File: src/rtl/serial_bit_feeder.sv
// Parallel-to-serial feeder: accepts words over valid/ready and shifts them out one bit per strobe.
// A one-entry holding register lets the next word follow the current one with no idle bit.
module serial_bit_feeder #(
  parameter int unsigned NUM_BITS  = 8,
  parameter bit          MSB_FIRST = 1'b1,
  parameter bit          IDLE_VAL  = 1'b0
) (
  input  logic                clk,
  input  logic                n_rst,
  input  logic [NUM_BITS-1:0] data_in,
  input  logic                data_valid,
  output logic                data_ready,
  input  logic                shift_strobe,
  output logic                serial_out,
  output logic                bit_valid,
  output logic                word_done,
  output logic                busy
);

  localparam int unsigned CntW = (NUM_BITS > 1) ? $clog2(NUM_BITS) : 1;
  localparam logic [CntW-1:0] LastCnt = CntW'(NUM_BITS - 1);

  typedef enum logic [0:0] {
    StIdle,
    StShift
  } state_e;

  state_e              r_state, w_state_next;
  logic [NUM_BITS-1:0] r_hold, w_hold_next;
  logic [NUM_BITS-1:0] r_shift, w_shift_next;
  logic                r_hold_full, w_hold_full_next;
  logic [CntW-1:0]     r_cnt, w_cnt_next;
  logic                r_word_done, w_word_done_next;
  logic                w_accept;
  logic                w_last;
  logic                w_out_bit;

  assign w_accept  = data_valid & ~r_hold_full;
  assign w_last    = (r_cnt == LastCnt);
  assign w_out_bit = MSB_FIRST ? r_shift[NUM_BITS-1] : r_shift[0];

  always_ff @(posedge clk or negedge n_rst) begin
    if (!n_rst) begin
      r_state     <= StIdle;
      r_hold      <= '0;
      r_shift     <= '0;
      r_hold_full <= 1'b0;
      r_cnt       <= '0;
      r_word_done <= 1'b0;
    end else begin
      r_state     <= w_state_next;
      r_hold      <= w_hold_next;
      r_shift     <= w_shift_next;
      r_hold_full <= w_hold_full_next;
      r_cnt       <= w_cnt_next;
      r_word_done <= w_word_done_next;
    end
  end

  always_comb begin
    w_state_next     = r_state;
    w_hold_next      = r_hold;
    w_shift_next     = r_shift;
    w_hold_full_next = r_hold_full;
    w_cnt_next       = r_cnt;
    w_word_done_next = 1'b0;

    // Accept and reload are exclusive: accept needs the hold empty, reload needs it full.
    if (w_accept) begin
      w_hold_next      = data_in;
      w_hold_full_next = 1'b1;
    end

    case (r_state)
      StIdle: begin
        if (r_hold_full) begin
          w_shift_next     = r_hold;
          w_hold_full_next = 1'b0;
          w_cnt_next       = '0;
          w_state_next     = StShift;
        end
      end
      StShift: begin
        if (shift_strobe) begin
          if (w_last) begin
            w_word_done_next = 1'b1;
            // Only a word already held counts; one accepted on this edge waits a bubble.
            if (r_hold_full) begin
              w_shift_next     = r_hold;
              w_hold_full_next = 1'b0;
              w_cnt_next       = '0;
            end else begin
              w_shift_next = '0;
              w_cnt_next   = '0;
              w_state_next = StIdle;
            end
          end else begin
            w_shift_next = MSB_FIRST ? (r_shift << 1) : (r_shift >> 1);
            w_cnt_next   = r_cnt + 1'b1;
          end
        end
      end
      default: begin
        w_state_next = StIdle;
      end
    endcase
  end

  assign data_ready = ~r_hold_full;
  assign bit_valid  = (r_state == StShift);
  assign busy       = (r_state == StShift) | r_hold_full;
  assign serial_out = (r_state == StShift) ? w_out_bit : IDLE_VAL;
  assign word_done  = r_word_done;

endmodule

File: config.mk
export PLATFORM = sky130hd
export DESIGN_NAME = serial_bit_feeder
export DESIGN_NICKNAME = d
export VERILOG_FILES = /design/src/rtl/serial_bit_feeder.sv
export SDC_FILE = /design/constraint.sdc
export NUM_CORES = 1
export LEC_CHECK = 0
export ABC_AREA = 1
export BUFFER_PORTS_ARGS = -buffer_cell sky130_fd_sc_hd__buf_2
export CORE_ASPECT_RATIO = 1.1
export CORE_MARGIN = 2
export CORE_UTILIZATION = 53
export DETAILED_ROUTE_END_ITERATION = 16
export PLACE_DENSITY = 0.76
export SKIP_CTS_REPAIR_TIMING = 1
export SLEW_MARGIN = 40
export SYNTH_ARGS = -nofsm -noshare
export SYNTH_HDL_FRONTEND = slang
export SYNTH_SLANG_ARGS = --single-unit
File: constraint.sdc
create_clock -name clk -period 1.9 [get_ports clk]
set_input_delay 0.095 -clock clk [delete_from_list [all_inputs] [get_ports clk]]
set_output_delay 0.095 -clock clk [all_outputs]
set_load 0.03 [all_outputs]
==> run_results.csv, run 1 <==
group,metric,value,unit
outcome,outcome,"finished, final reports clean",
critical_path,cp.required,2.11,ns
drt,post-route-drc-count,0,
drt,dr.pass1.iters,4,
hold_path,min_path_type,"input pin to flip-flop",
run,drv_cap,0,
synth,synthFlopType,"dfrtp_1",
clock_network,clk_latency,0.31,ns
grt,grt_max_degree,23,
sta,finalSetupViolCount,0,
clock_network,htreeDepth,1,
critical_path,crit_family,"adder cells",
sta,max_clock_freq,668.4,MHz
pwr,ir_drop,0.7256,mV
placement,port_buffers,16,
synth,async_flop_share,100.0,%
critical_path,crit_type,"flip-flop to flip-flop",
critical_path,start_kind,"flip-flop",
critical_path,crit_path_frequent_cell,"nor2_1",
floorplan,die-area,2325,um^2
critical_path,max_stage_delay,0.42,ns
grt,antenna_found_initial,0,
grt,grt_first_pass_wirelength,3.084,mm
sta,setup_slack,0.4040,ns
synth,synth_nets,138,
floorplan,fp.dieH,50.37,um
finish,nFillCells,154,
placement,hpwl,1.246,mm
finish,regArea,550.5,um^2
floorplan,rows,16,
grt,use_met1,25.53,%
grt,grt_overflow,0,
synth,yosys-top-cells-count,"36 x nor2_1, 22 x dfrtp_1, 17 x nand2_1",
synth,ys_seq_elements,22,
grt,grt_pass1_vias,734,
synth,syn_inst,123,
finish,multi_input_area,412.9,um^2
sta,relSlewSlack,66.90,%
floorplan,die_x,46.16,um
clock_network,cts.sinks,22,
sta,fin_crit_sh,78.74,%
placement,place.gp.congestion,0.8810,
drt,wl_per_cell,10.91,um
drt,num_vias,824,
hold_path,holdPathStages,3,
sta,tightest_slew,0.4965,ns
synth,synth-edff-count,0,
synth,synth_most_common_cell,"nor2_1",
sta,hold_violations,0,
synth,yosys.area.top_type,"dfrtp_1",
pwr,leakagePower,0.6394,nW
finish,fin_nets,157,
critical_path,path_cells,"ha_1 -> ha_1 -> a21oi_2 -> nor2_1 -> nor2_1 -> nor2_1",
synth,synth.area.top_cells,"dfrtp_1 53%, nor2_1 13%, nand3_1 7.2%",
sta,rsz0062_at_grt,"false",
clock_network,numCtsBuffers,3,
finish,drive_gt1_share,19.86,%
sta,finalMaxSlewViolations,0,
placement,pre_cts_ws,0.4337,ns
grt,grt-busiest-layer,"met2",
drt,ant_nets,0,
finish,syn_to_final_growth,11.71,%
clock_network,clk_path_buf_depth,2,
floorplan,ios,17,
clock_network,path_clk_slew,0.12,ns
critical_path,endpoint_kind,"flip-flop",
critical_path,r2r_cells,6,
drt,drt_wl_total,1.735,mm
sta,worst_clock_skew,0.007971,ns
synth,postSynthAreaPerCell,8.423,um^2
grt,grtUsageMet3,2.158,%
critical_path,path_max_fanout,7,
floorplan,start_util,57.50,%
sta,fin_setup_tns,0,ns
critical_path,slowest_stage,"dfrtp_1",
grt,grt_usage,18.07,%
critical_path,cp.arrival,1.71,ns
drt,initialDrtViolationCount,23,
drt,vias_per_cell,5.182,
synth,synth_top_area_share,53.14,%
synth,ys_seq_area_share,53.14,%
pwr,power.density,1301,nW/um^2
clock_network,cts_tree,"yes",
synth,ys_types,15,
sta,post-route-min-period,1.496,ns
critical_path,cp_num_cells,6,
floorplan,core,1802,um^2
synth,syn_area,1036,um^2
synth,ys_warn_count,0,
grt,grtUsageMet2,26.16,%
sta,hold_ws,0.01243,ns
finish,n_antenna_cell,0,
critical_path,critPathBufInv,0,
clock_network,cts_root_buffer,"clkbuf_4",
==> report_power, final <==
part / leakage [nW] / internal [mW] / switching, mW
clock: 0.0210 / 0.117 / 0.142
sequential: 0.249 / 0.647 / 0.0984
combinational: 0.369 / 0.190 / 0.310
==> tightest hold or removal path: stages <==
cell and delay, ns:
buf_2 0.08, nand3_1 0.07, nand2_1 0.06
==> routing by layer <==
layer | part of all wire (%) | routed length [um]
met5 | 0 | 0
met4 | 2.4 | 41
met3 | 4.3 | 75
met2 | 46 | 796
met1 | 47 | 821
==> layout by cell type, fill, tap and decap left out <==
cell type,instances
a21oi_1,7
a21oi_2,1
buf_2,16
clkbuf_4,3
clkbuf_8,1
dfrtp_1,22
dlygate4sd3_1,1
ha_1,3
inv_1,9
inv_2,3
nand2_1,17
nand2_2,1
nand2_4,3
nand3_1,15
nor2_1,36
o21ai_1,2
o31ai_1,1
==> sequential cells by signal, indices dropped and copies added (netlist names) <==
name         cells
r_cnt            3
bit_valid        1
r_hold_full      1
r_hold           8
r_shift          8
word_done        1
==> logic make-up after synthesis <==
| group | Yosys count | share of synthesized area (%) |
|---|---|---|
| simple gates | 72 | 30.31 |
| flops | 22 | 53.14 |
| buf+inv | 15 | 7.004 |
| compound gates | 11 | 5.918 |
| fa+ha+maj | 3 | 3.624 |
==> stage by stage <==
| stage | cells | instance area [um^2] | power [mW] | utilization, % |
|---|---|---|---|---|
| after floorplan | 123 | 1036 | 1.142 | - |
| after global placement | 154 | 1111 | 1.241 | 61.67 |
| after detailed placement | 154 | 1111 | 1.258 | 61.67 |
| after CTS | 158 | 1147 | 1.518 | 63.68 |
| after global routing | 159 | 1157 | 1.640 | 64.24 |
| final | 159 | 1157 | 1.506 | 64.24 |
==> final timing paths <==
path / to / slack (ns) / startpoint
setup / recovery: r_shift[7]$_DFFE_PN0P_ / 0.40 / r_cnt[0]$_DFFE_PN0P_
min in group asynchronous: bit_valid$_DFF_PN0_ / 0.26 / n_rst
max in group asynchronous: r_hold[6]$_DFFE_PN0P_ / 1.31 / n_rst
hold / removal: r_hold[0]$_DFFE_PN0P_ / 0.01 / data_in[0]
setup reg to reg: r_shift[7]$_DFFE_PN0P_ / 0.40 / r_cnt[0]$_DFFE_PN0P_
hold reg to reg: r_hold[0]$_DFFE_PN0P_ / 0.50 / r_hold[0]$_DFFE_PN0P_
==> layout make-up <==
cell class / count / area share, %
sequential: 22 / 47.57
inverter: 12 / 3.892
multi-input combinational: 86 / 35.68
timing repair buffer: 17 / 7.784
tap: 18 / 1.946
clock buffer: 4 / 3.135
(Power assumes the default switching activity.)
==> run 2: changes to the inputs <==
==> constraint.sdc (replaced) <==
create_clock -name clk -period 1.52 [get_ports clk]
set_input_delay 0.076 -clock clk [delete_from_list [all_inputs] [get_ports clk]]
set_output_delay 0.076 -clock clk [all_outputs]
set_load 0.03 [all_outputs]
==> run 2 against run 1 <==
  * Sequential share of layout area down 2.7 points
  * Die area unchanged
  * Sequential cell count is the same
  * Clock power increased by 71%
  * Clock skew is 0.0014 ns higher
  * First-iteration DRC count decreased by 13%
  * Wire length rose by 18%
  * Via count increased by 3.2%
  * Critical endpoint unchanged
==> run_results.csv, run 2 (same netlist as run 1, synthesis figures left out) <==
group,metric,value,unit
finish,syn_to_final_growth,18.36,%
run,drv_cap,0,
floorplan,ios,17,
grt,grtUsageMet3,4.317,%
placement,dp.cells,155,
grt,grt_pass1_vias,728,
drt,ant_nets,0,
critical_path,rrSetupSlack,0.09,ns
critical_path,path_cells,"ha_1 -> ha_2 -> a21oi_4 -> nor2_1 -> nor2_1 -> nor2_1",
grt,grt_usage,20.23,%
grt,grtUsageMet2,29.86,%
finish,n_antenna_cell,0,
clock_network,htreeDepth,1,
critical_path,start_kind,"flip-flop",
critical_path,cp.required,1.73,ns
sta,worst_clock_skew,0.009379,ns
pwr,ir_drop,1.121,mV
critical_path,cp.arrival,1.64,ns
sta,fin_crit_sh,93.80,%
drt,vias_per_cell,5.183,
pwr,leakagePower,0.6680,nW
sta,max_clock_freq,701.4,MHz
drt,initialDrtViolationCount,20,
sta,relSlewSlack,67.51,%
clock_network,cts_root_buffer,"clkbuf_4",
finish,drive_gt1_share,21.92,%
finish,most-common-layout-cells,"36 x nor2_1, 22 x dfrtp_1, 17 x nand2_1",
grt,grt-busiest-layer,"met2",
sta,rsz0062_at_grt,"false",
clock_network,cts.sinks,22,
drt,dr.pass1.iters,4,
critical_path,path_max_fanout,7,
critical_path,r2r_cells,6,
sta,tightest_slew,0.4874,ns
hold_path,holdPathEnd,"r_hold[5]$_DFFE_PN0P_",
placement,port_buffers,16,
floorplan,fp.dieH,50.37,um
grt,use_met1,27.59,%
sta,post-route-min-period,1.426,ns
critical_path,r2r_end,"r_shift[7]$_DFFE_PN0P_",
grt,antenna_found_initial,0,
critical_path,slowest_stage,"dfrtp_1",
floorplan,core,1802,um^2
drt,drt_wl_total,2.046,mm
hold_path,min_path_type,"input pin to flip-flop",
clock_network,cts_tree,"yes",
critical_path,crit_path_frequent_cell,"nor2_1",
placement,place.gp.congestion,0.8687,
hold_path,hold_path.startpoint,"data_in[5]",
finish,reg_top3,"r_hold (8), r_shift (8), r_cnt (3)",
clock_network,clk_latency,0.31,ns
critical_path,crit_type,"flip-flop to flip-flop",
grt,grt_max_degree,23,
finish,layout.cells.most_common,"nor2_1",
sta,finalMaxSlewViolations,0,
finish,fin_nets,162,
sta,fin_setup_tns,0,ns
grt,grt_first_pass_wirelength,3.298,mm
floorplan,start_util,57.50,%
floorplan,die_x,46.16,um
critical_path,endpoint_kind,"flip-flop",
clock_network,path_clk_slew,0.13,ns
pwr,power.density,1689,nW/um^2
clock_network,clk_path_buf_depth,2,
floorplan,die-area,2325,um^2
clock_network,numCtsBuffers,3,
critical_path,max_stage_delay,0.42,ns
sta,hold_violations,0,
hold_path,holdPathStages,3,
drt,wl_per_cell,12.48,um
sta,finalSetupViolCount,0,
drt,num_vias,850,
critical_path,r2r_start,"r_cnt[1]$_DFFE_PN0P_",
outcome,outcome,"finished, final reports clean",
floorplan,rows,16,
grt,grt_overflow,0,
drt,post-route-drc-count,0,
finish,layout.cells.non_filler,164,
placement,hpwl,1.308,mm
-- run 2: worst max-delay path by stage --
stage                                     from                     end  cells after the start
after floorplan           r_cnt[0]$_DFFE_PN0P_  r_shift[1]$_DFFE_PN0P_                      6
after global placement    r_cnt[0]$_DFFE_PN0P_  r_shift[7]$_DFFE_PN0P_                      6
after detailed placement  r_cnt[0]$_DFFE_PN0P_  r_shift[7]$_DFFE_PN0P_                      6
after CTS                 r_cnt[0]$_DFFE_PN0P_  r_shift[7]$_DFFE_PN0P_                      6
after global routing      r_cnt[0]$_DFFE_PN0P_  r_shift[2]$_DFFE_PN0P_                      6
final                     r_cnt[1]$_DFFE_PN0P_  r_shift[7]$_DFFE_PN0P_                      6
-- run 2: where the power goes --
part	total, mW	switching (mW)	internal, mW
combinational	0.696	0.419	0.278
clock	0.443	0.176	0.266
sequential	0.932	0.123	0.809
-- run 2: critical path, delay by kind of cell (launching register included) --
kind	cells	cell delay, ns
AO/OA/AOI/OAI	1	0.25
adder cells (fa/ha/maj)	2	0.43
flip-flops	1	0.42
AND/OR/NAND/NOR	3	0.24
-- run 2: layer usage --
metal	routed length [um]	vias up
met4	48	0
li1	-	432
met2	992	22
met3	82	4
met1	923	392
met5	0	-
-- run 2: final cells by class --
| class | count | area (um^2) |
|---|---|---|
| clock buffer | 3 | 22.52 |
| sequential | 22 | 550.5 |
| multi-input combinational | 86 | 422.9 |
| inverter | 12 | 45.04 |
| clock inverter | 1 | 30.03 |
| timing repair buffer | 22 | 132.6 |
| fill | 153 | 575.6 |
| tap | 18 | 22.52 |
-- run 2: through the flow --
| step | hold slack (ns) | cell area (um^2) | setup slack [ns] | total power, mW | util (%) |
|---|---|---|---|---|---|
| floorplan | -0.2196 | 1036 | 0.1992 | 1.427 | - |
| global placement | 0.06557 | 1119 | 0.06663 | 1.547 | 62.08 |
| detailed placement | 0.06132 | 1119 | -0.008650 | 1.580 | 62.08 |
| CTS | -0.2828 | 1171 | -0.02438 | 2.028 | 65.00 |
| global route | 0.0004374 | 1226 | 0.006516 | 2.249 | 68.06 |
| finish | 0.003891 | 1226 | 0.09420 | 2.071 | 68.06 |
